File: src/rtl/pipe_pkg.sv
// pipe_pkg: shared definitions for the IF->ID pipeline bundle.
//  - Default field widths and the derived bundle width.
//  - Bit offsets of each field inside the default bundle (MSB..LSB):
//      pc | pc_4 | instr | wr_en | wr_addr | wr_data
//  - NOP instruction presented to ID while the receive buffer is empty.
//  - bundle_width(): derives the packed bundle width from field widths so
//    parameterised users never hand-compute it.
package pipe_pkg;

  localparam int unsigned DEF_PC_W    = 32;
  localparam int unsigned DEF_INSTR_W = 32;
  localparam int unsigned DEF_REG_AW  = 5;
  localparam int unsigned DEF_DATA_W  = 32;
  localparam int unsigned DEF_FLCNT_W = 8;

  function automatic int unsigned bundle_width(
    input int unsigned pc_w,
    input int unsigned instr_w,
    input int unsigned reg_aw,
    input int unsigned data_w
  );
    return 2 * pc_w + instr_w + 1 + reg_aw + data_w;
  endfunction

  localparam int unsigned DEF_BUNDLE_W =
    bundle_width(DEF_PC_W, DEF_INSTR_W, DEF_REG_AW, DEF_DATA_W);

  // Field offsets for the default layout (LSB position of each field).
  localparam int unsigned DEF_WR_DATA_LSB = 0;
  localparam int unsigned DEF_WR_ADDR_LSB = DEF_WR_DATA_LSB + DEF_DATA_W;
  localparam int unsigned DEF_WR_EN_BIT   = DEF_WR_ADDR_LSB + DEF_REG_AW;
  localparam int unsigned DEF_INSTR_LSB   = DEF_WR_EN_BIT + 1;
  localparam int unsigned DEF_PC_4_LSB    = DEF_INSTR_LSB + DEF_INSTR_W;
  localparam int unsigned DEF_PC_LSB      = DEF_PC_4_LSB + DEF_PC_W;

  // addi x0, x0, 0
  localparam logic [31:0] NOP_INSTR = 32'h0000_0013;

endpackage

File: src/rtl/pipe_skid_fifo.sv
// pipe_skid_fifo: 2-entry FIFO with valid/ready handshake and synchronous flush.
// Ports:
//  clk_i       in   clock, rising edge
//  rst_n_i     in   asynchronous active-low reset
//  flush_i     in   drop all entries, suppress same-cycle push/pop
//  wr_valid_i  in   write side has data
//  wr_data_i   in   write data (only sampled on an accepted push)
//  wr_ready_o  out  registered: FIFO can accept this cycle
//  rd_ready_i  in   read side consumes head this cycle
//  rd_valid_o  out  head entry valid (count != 0)
//  rd_data_o   out  head entry
//  count_o     out  occupancy 0..2
module pipe_skid_fifo #(
  parameter int unsigned WIDTH = 8
) (
  input  logic             clk_i,
  input  logic             rst_n_i,
  input  logic             flush_i,
  input  logic             wr_valid_i,
  input  logic [WIDTH-1:0] wr_data_i,
  output logic             wr_ready_o,
  input  logic             rd_ready_i,
  output logic             rd_valid_o,
  output logic [WIDTH-1:0] rd_data_o,
  output logic [1:0]       count_o
);

  logic [WIDTH-1:0] mem_q [2];
  logic             wr_ptr_q, wr_ptr_d;
  logic             rd_ptr_q, rd_ptr_d;
  logic [1:0]       count_q, count_d;
  logic             ready_q, ready_d;
  logic             push, pop;

  assign push = wr_valid_i & ready_q & ~flush_i;
  assign pop  = (count_q != 2'd0) & rd_ready_i & ~flush_i;

  always_comb begin
    wr_ptr_d = wr_ptr_q;
    rd_ptr_d = rd_ptr_q;
    count_d  = count_q;
    if (flush_i) begin
      wr_ptr_d = 1'b0;
      rd_ptr_d = 1'b0;
      count_d  = 2'd0;
    end else begin
      if (push) wr_ptr_d = ~wr_ptr_q;
      if (pop)  rd_ptr_d = ~rd_ptr_q;
      count_d = count_q + {1'b0, push} - {1'b0, pop};
    end
    // Ready is registered from next occupancy, so a full FIFO never accepts.
    ready_d = (count_d < 2'd2);
  end

  always_ff @(posedge clk_i or negedge rst_n_i) begin
    if (!rst_n_i) begin
      wr_ptr_q <= 1'b0;
      rd_ptr_q <= 1'b0;
      count_q  <= 2'd0;
      ready_q  <= 1'b0;
    end else begin
      wr_ptr_q <= wr_ptr_d;
      rd_ptr_q <= rd_ptr_d;
      count_q  <= count_d;
      ready_q  <= ready_d;
    end
  end

  // Storage written only on an accepted push, so junk on wr_data_i while
  // wr_valid_i is low never lands in the array.
  always_ff @(posedge clk_i) begin
    if (push) mem_q[wr_ptr_q] <= wr_data_i;
  end

  assign wr_ready_o = ready_q;
  assign rd_valid_o = (count_q != 2'd0);
  assign rd_data_o  = mem_q[rd_ptr_q];
  assign count_o    = count_q;

endmodule

File: src/rtl/if_bundle_rx.sv
// if_bundle_rx: receiving end of the IF pipeline bundle.
// Buffers {pc, pc_4, instr, wr_en, wr_addr, wr_data} bundles in a 2-entry
// FIFO, unpacks the head for ID, substitutes a NOP bubble when empty and
// counts bundles discarded by flush (saturating).
// Ports:
//  clk, reset (async active-low)
//  in_bundle/in_valid/in_ready   : bundle input handshake (in_ready registered)
//  flush                          : discard buffered and incoming bundles
//  out_ready/out_valid            : head consume handshake
//  out_pc .. out_wr_data          : unpacked head fields (bubble when empty)
//  count                          : occupancy 0..2
//  flush_drops                    : saturating count of flushed valid entries
module if_bundle_rx
  import pipe_pkg::*;
#(
  parameter int unsigned PC_W    = DEF_PC_W,
  parameter int unsigned INSTR_W = DEF_INSTR_W,
  parameter int unsigned REG_AW  = DEF_REG_AW,
  parameter int unsigned DATA_W  = DEF_DATA_W,
  parameter int unsigned FLCNT_W = DEF_FLCNT_W,
  localparam int unsigned BUNDLE_W = bundle_width(PC_W, INSTR_W, REG_AW, DATA_W)
) (
  input  logic                clk,
  input  logic                reset,
  input  logic [BUNDLE_W-1:0] in_bundle,
  input  logic                in_valid,
  output logic                in_ready,
  input  logic                flush,
  input  logic                out_ready,
  output logic                out_valid,
  output logic [PC_W-1:0]     out_pc,
  output logic [PC_W-1:0]     out_pc_4,
  output logic [INSTR_W-1:0]  out_instr,
  output logic                out_wr_en,
  output logic [REG_AW-1:0]   out_wr_addr,
  output logic [DATA_W-1:0]   out_wr_data,
  output logic [1:0]          count,
  output logic [FLCNT_W-1:0]  flush_drops
);

  localparam int unsigned WR_DATA_LSB = 0;
  localparam int unsigned WR_ADDR_LSB = WR_DATA_LSB + DATA_W;
  localparam int unsigned WR_EN_BIT   = WR_ADDR_LSB + REG_AW;
  localparam int unsigned INSTR_LSB   = WR_EN_BIT + 1;
  localparam int unsigned PC_4_LSB    = INSTR_LSB + INSTR_W;
  localparam int unsigned PC_LSB      = PC_4_LSB + PC_W;
  localparam int unsigned CW          = FLCNT_W + 1;

  logic [BUNDLE_W-1:0] head;
  logic                fifo_valid;
  logic                fifo_ready;
  logic [1:0]          fifo_count;
  logic [FLCNT_W-1:0]  flush_drops_q, flush_drops_d;
  logic [CW-1:0]       drop_sum;

  pipe_skid_fifo #(
    .WIDTH(BUNDLE_W)
  ) u_fifo (
    .clk_i      (clk),
    .rst_n_i    (reset),
    .flush_i    (flush),
    .wr_valid_i (in_valid),
    .wr_data_i  (in_bundle),
    .wr_ready_o (fifo_ready),
    .rd_ready_i (out_ready),
    .rd_valid_o (fifo_valid),
    .rd_data_o  (head),
    .count_o    (fifo_count)
  );

  // Empty FIFO presents a bubble: NOP instruction and no regfile write.
  always_comb begin
    out_pc      = '0;
    out_pc_4    = '0;
    out_instr   = INSTR_W'(NOP_INSTR);
    out_wr_en   = 1'b0;
    out_wr_addr = '0;
    out_wr_data = '0;
    if (fifo_valid) begin
      out_pc      = head[PC_LSB      +: PC_W];
      out_pc_4    = head[PC_4_LSB    +: PC_W];
      out_instr   = head[INSTR_LSB   +: INSTR_W];
      out_wr_en   = head[WR_EN_BIT];
      out_wr_addr = head[WR_ADDR_LSB +: REG_AW];
      out_wr_data = head[WR_DATA_LSB +: DATA_W];
    end
  end

  // A flush discards everything buffered plus the bundle that would have
  // been accepted this cycle; one extra bit catches the saturation carry.
  always_comb begin
    drop_sum      = {1'b0, flush_drops_q} + CW'(fifo_count) + CW'(in_valid & fifo_ready);
    flush_drops_d = flush_drops_q;
    if (flush) begin
      flush_drops_d = drop_sum[FLCNT_W] ? '1 : drop_sum[FLCNT_W-1:0];
    end
  end

  always_ff @(posedge clk or negedge reset) begin
    if (!reset) begin
      flush_drops_q <= '0;
    end else begin
      flush_drops_q <= flush_drops_d;
    end
  end

  assign in_ready    = fifo_ready;
  assign out_valid   = fifo_valid;
  assign count       = fifo_count;
  assign flush_drops = flush_drops_q;

endmodule

File: config.mk
export PLATFORM = sky130hd
export DESIGN_NAME = if_bundle_rx
export DESIGN_NICKNAME = d
export VERILOG_FILES = /design/src/rtl/pipe_pkg.sv /design/src/rtl/pipe_skid_fifo.sv /design/src/rtl/if_bundle_rx.sv
export SDC_FILE = /design/constraint.sdc
export NUM_CORES = 1
export LEC_CHECK = 0
export ABC_CLOCK_PERIOD_IN_PS = 19200
export BUFFER_PORTS_ARGS = -buffer_cell sky130_fd_sc_hd__buf_4
export CORE_ASPECT_RATIO = 0.75
export CORE_MARGIN = 8
export CORE_UTILIZATION = 24
export CTS_CLUSTER_SIZE = 16
export DETAILED_ROUTE_END_ITERATION = 10
export GPL_TIMING_DRIVEN = 0
export MAX_ROUTING_LAYER = met4
export PLACE_DENSITY = 0.51
export SLEW_MARGIN = 10
export SYNTH_ARGS = -nofsm -noshare
export SYNTH_HDL_FRONTEND = slang
export SYNTH_SLANG_ARGS = --single-unit
File: constraint.sdc
create_clock -name clk -period 19.2 [get_ports clk]
set_input_delay 0.96 -clock clk [delete_from_list [all_inputs] [get_ports clk]]
set_output_delay 0.96 -clock clk [all_outputs]
set_load 0.01 [all_outputs]
==> flow_summary.json <==
{
  "synth.avg_cell_area_sq_um": 17.0,
  "yosys_warnings": 0,
  "syn_nets": 778,
  "gp_congestion": 0.730,
  "cts_tree": "built",
  "synth_area_leaders": "edfxtp_1 (75%), mux2i_1 (12%), nor2_1 (4.8%), dfrtp_1 (3.0%), buf_2 (0.88%)",
  "drc": 0,
  "viasPerCell": 3.99,
  "track_usage_pct": 10.6,
  "crit_chain": "nor2_1, buf_2, buf_2, nor2_1, buf_4",
  "ant_nets": 0,
  "htreeDepth": 1,
  "synth_cells": 634,
  "first_iter_violations": 340,
  "fmax_mhz": 263,
  "fin_crit_sh_pct": 19.8,
  "rows": 67,
  "finish.instance_area_sq_mm": 0.0148,
  "stdcell_count": 1577,
  "cp_max_fo": 10,
  "synth_flop_cell": "edfxtp_1",
  "cts_made_buffers": 30,
  "cts_max_path_buffers": 3,
  "crit_slowest_cell": "nor2_1",
  "p_int_mw": 1.29,
  "firstDrtPassIters": 4,
  "leakagePower_nw": 5.48,
  "die_y_microns": 200,
  "ys_seq_area_share_pct": 77.7,
  "wl_met1_mm": 12.6,
  "setup_tns_ns": 0,
  "yosysMostFrequentCell": "edfxtp_1",
  "met2_length_mm": 12.5,
  "diodes": 0,
  "clk_transition_reported_paths_ns": 0.07,
  "netlist_area_sq_mm": 0.0108,
  "yosysTopAreaCellShare_pct": 74.7,
  "multiInputGateArea_sq_mm": 0.00220,
  "worst_slew_margin_rel_pct": 43.0,
  "register_area_sq_mm": 0.00837,
  "die_x_microns": 261,
  "dr_wl_met3_mm": 2.20,
  "rsz0062_at_grt": "no",
  "gr-total-overflow": 0,
  "slowest_delay_ns": 0.69,
  "critPathLaunchType": "flip-flop",
  "swShare_pct": 28.7,
  "ys_ff_latch": 281,
  "core_area_sq_mm": 0.0445,
  "nets": 1112,
  "fillers": 4364,
  "synth_edf_count": 268,
  "peakVddDrop_v": 0.0000748,
  "die-area_sq_mm": 0.0520,
  "critPathArrivalTime_ns": 2.85,
  "period_minus_slack_ns": 3.81,
  "wl_per_cell_microns": 17.7,
  "hold_buffers": 0,
  "synthTopCellsByCount": "edfxtp_1 (268), nor2_1 (139), mux2i_1 (134)",
  "postCtsSetupBuffers": 0,
  "grt_pass1_vias": 6678,
  "pre_cts_ws_ns": 15.73,
  "skew_ns": 0.0126,
  "antenna_found_initial": 0,
  "dpl.cell_count": 1522,
  "wl_mm": 27.9,
  "status": "finished, final reports clean",
  "vias": 6300,
  "post_cts_resized": 0,
  "crit_required_ns": 18.24,
  "p_per_area_mw_per_mm2": 122,
  "dpl_cell_area_sq_mm": 0.0138,
  "grt_max_degree": 50,
  "setup_slack_ns": 15.39,
  "highest_layer": "met4",
  "power_frac_seq_pct": 41.4,
  "clkSinkCount": 281,
  "grt_pass1_wl_mm": 41.2,
  "async_flop_share_pct": 4.63,
  "tightest_slew_ns": 0.852,
  "synth_cell_type_count": 30,
  "synth_area_leader_cell": "edfxtp_1",
  "final_max_slew_viol_count": 0,
  "path_class": "flip-flop to output port",
  "clkPwrFrac_pct": 32.0,
  "ioPinCount": 285,
  "area_delta_synth_final_pct": 37.6,
  "clockRootBuffer": "clkbuf_16",
  "portBuffers": 284,
  "setup_violations": 0,
  "critPathCaptureType": "output port",
  "switchingPower_mw": 0.518,
  "hold_viol_final": 0,
  "start_util_pct": 24.2,
  "p_comb_share_pct": 26.5,
  "hold_class": "input pin to async pin",
  "hpwl_mm": 20.0,
  "drv_cap": 0,
  "drive_gt1_share_pct": 37.7,
  "clk_latency_ns": 0.56
}
cell families (layout without fill, tap and decap cells):
kind of cell	count (synthesis)	after routing	synth area share [%]
xor gates and xnor gates	6	6	0.488
buffers and inverters	37	394	1.96
DFF	281	281	77.7
adders and majority gates	5	5	0.720
AOI/OAI and AO/OA	10	10	0.650
and+or+nand+nor	159	159	5.84
muxes	136	136	12.7
per-layer routing:
layer	vias to the layer above	global-route usage, %
met3	34	3.75
met5	-	-
li1	3021	-
met4	0	2.18
met1	3057	13.7
met2	188	16.1
critical path, delay by kind of cell, from the launching register on:
kind / cells / cell delay [ns]
buffers and inverters: 3 / 1.01
and+or+nand+nor: 2 / 0.82
DFF: 1 / 0.45
sequential cells by signal, indices dropped and copies added (netlist names):
signal	flops
flush_drops	8
u_fifo.wr_ready_o	1
u_fifo.count_o	2
u_fifo.rd_ptr_q	1
u_fifo.wr_ptr_q	1
u_fifo.mem_q	268
cell type report:
| type | count | share of cell area [%] |
|---|---|---|
| Sequential cell | 281 | 56.5 |
| Timing Repair Buffer | 302 | 15.7 |
| Multi-Input combinational cell | 316 | 14.8 |
| Clock buffer | 40 | 5.46 |
| Tap cell | 586 | 4.94 |
| Buffer | 30 | 1.25 |
| Clock inverter | 15 | 1.16 |
| Inverter | 7 | 0.177 |
power by group through the flow:
| stage | Clock [mW] | Combinational, mW | Sequential (mW) |
|---|---|---|---|
| final | 0.579 | 0.480 | 0.749 |
| after global routing | 0.622 | 0.527 | 0.754 |
| after CTS | 0.601 | 0.496 | 0.749 |
| after detailed placement | 0 | 0.494 | 0.762 |
| after global placement | 0 | 0.484 | 0.782 |
| after floorplan | 0 | 0.238 | 0.772 |
cells in the final DEF (no fill, tap or decap), types with 3 or more instances in the layout:
master,Yosys,routed
ha_1,3,3
dfrtp_1,13,13
mux2i_1,134,134
clkbuf_16,0,31
inv_1,7,7
xor2_1,4,4
clkinv_1,0,6
buf_6,6,10
nand2_1,8,8
buf_2,19,19
nor2_1,139,139
buf_4,1,296
clkinv_2,0,3
bufinv_16,0,4
a31oi_1,3,3
nor2b_1,3,3
edfxtp_1,268,268
clkbuf_1,4,13
worst paths after layout:
path                                        start             endpoint  slack (ns)  cells after the start
worst max-delay path            u_fifo.count_o[1]         out_instr[3]       15.39                      5
worst min-delay path                        reset      u_fifo.wr_ptr_q        0.23                      1
worst max register to register  u_fifo.count_o[1]    u_fifo.wr_ready_o       16.51                     10
worst min register to register    u_fifo.wr_ptr_q      u_fifo.wr_ptr_q        0.59                      2
max in group asynchronous                   reset       flush_drops[0]       18.79                      1
min in group clk                    in_bundle[93]  u_fifo.mem_q[1][93]        0.58                      1
through the flow:
stage | utilization, % | power, mW | hold WS (ns)
floorplan | - | 1.01 | 0.519
global placement | 30.6 | 1.27 | 0.542
detailed placement | 31.1 | 1.26 | 0.575
CTS | 33.3 | 1.85 | 0.196
global route | 33.3 | 1.90 | 0.215
finish | 33.3 | 1.81 | 0.234
Power figures use the tool's default switching activity.
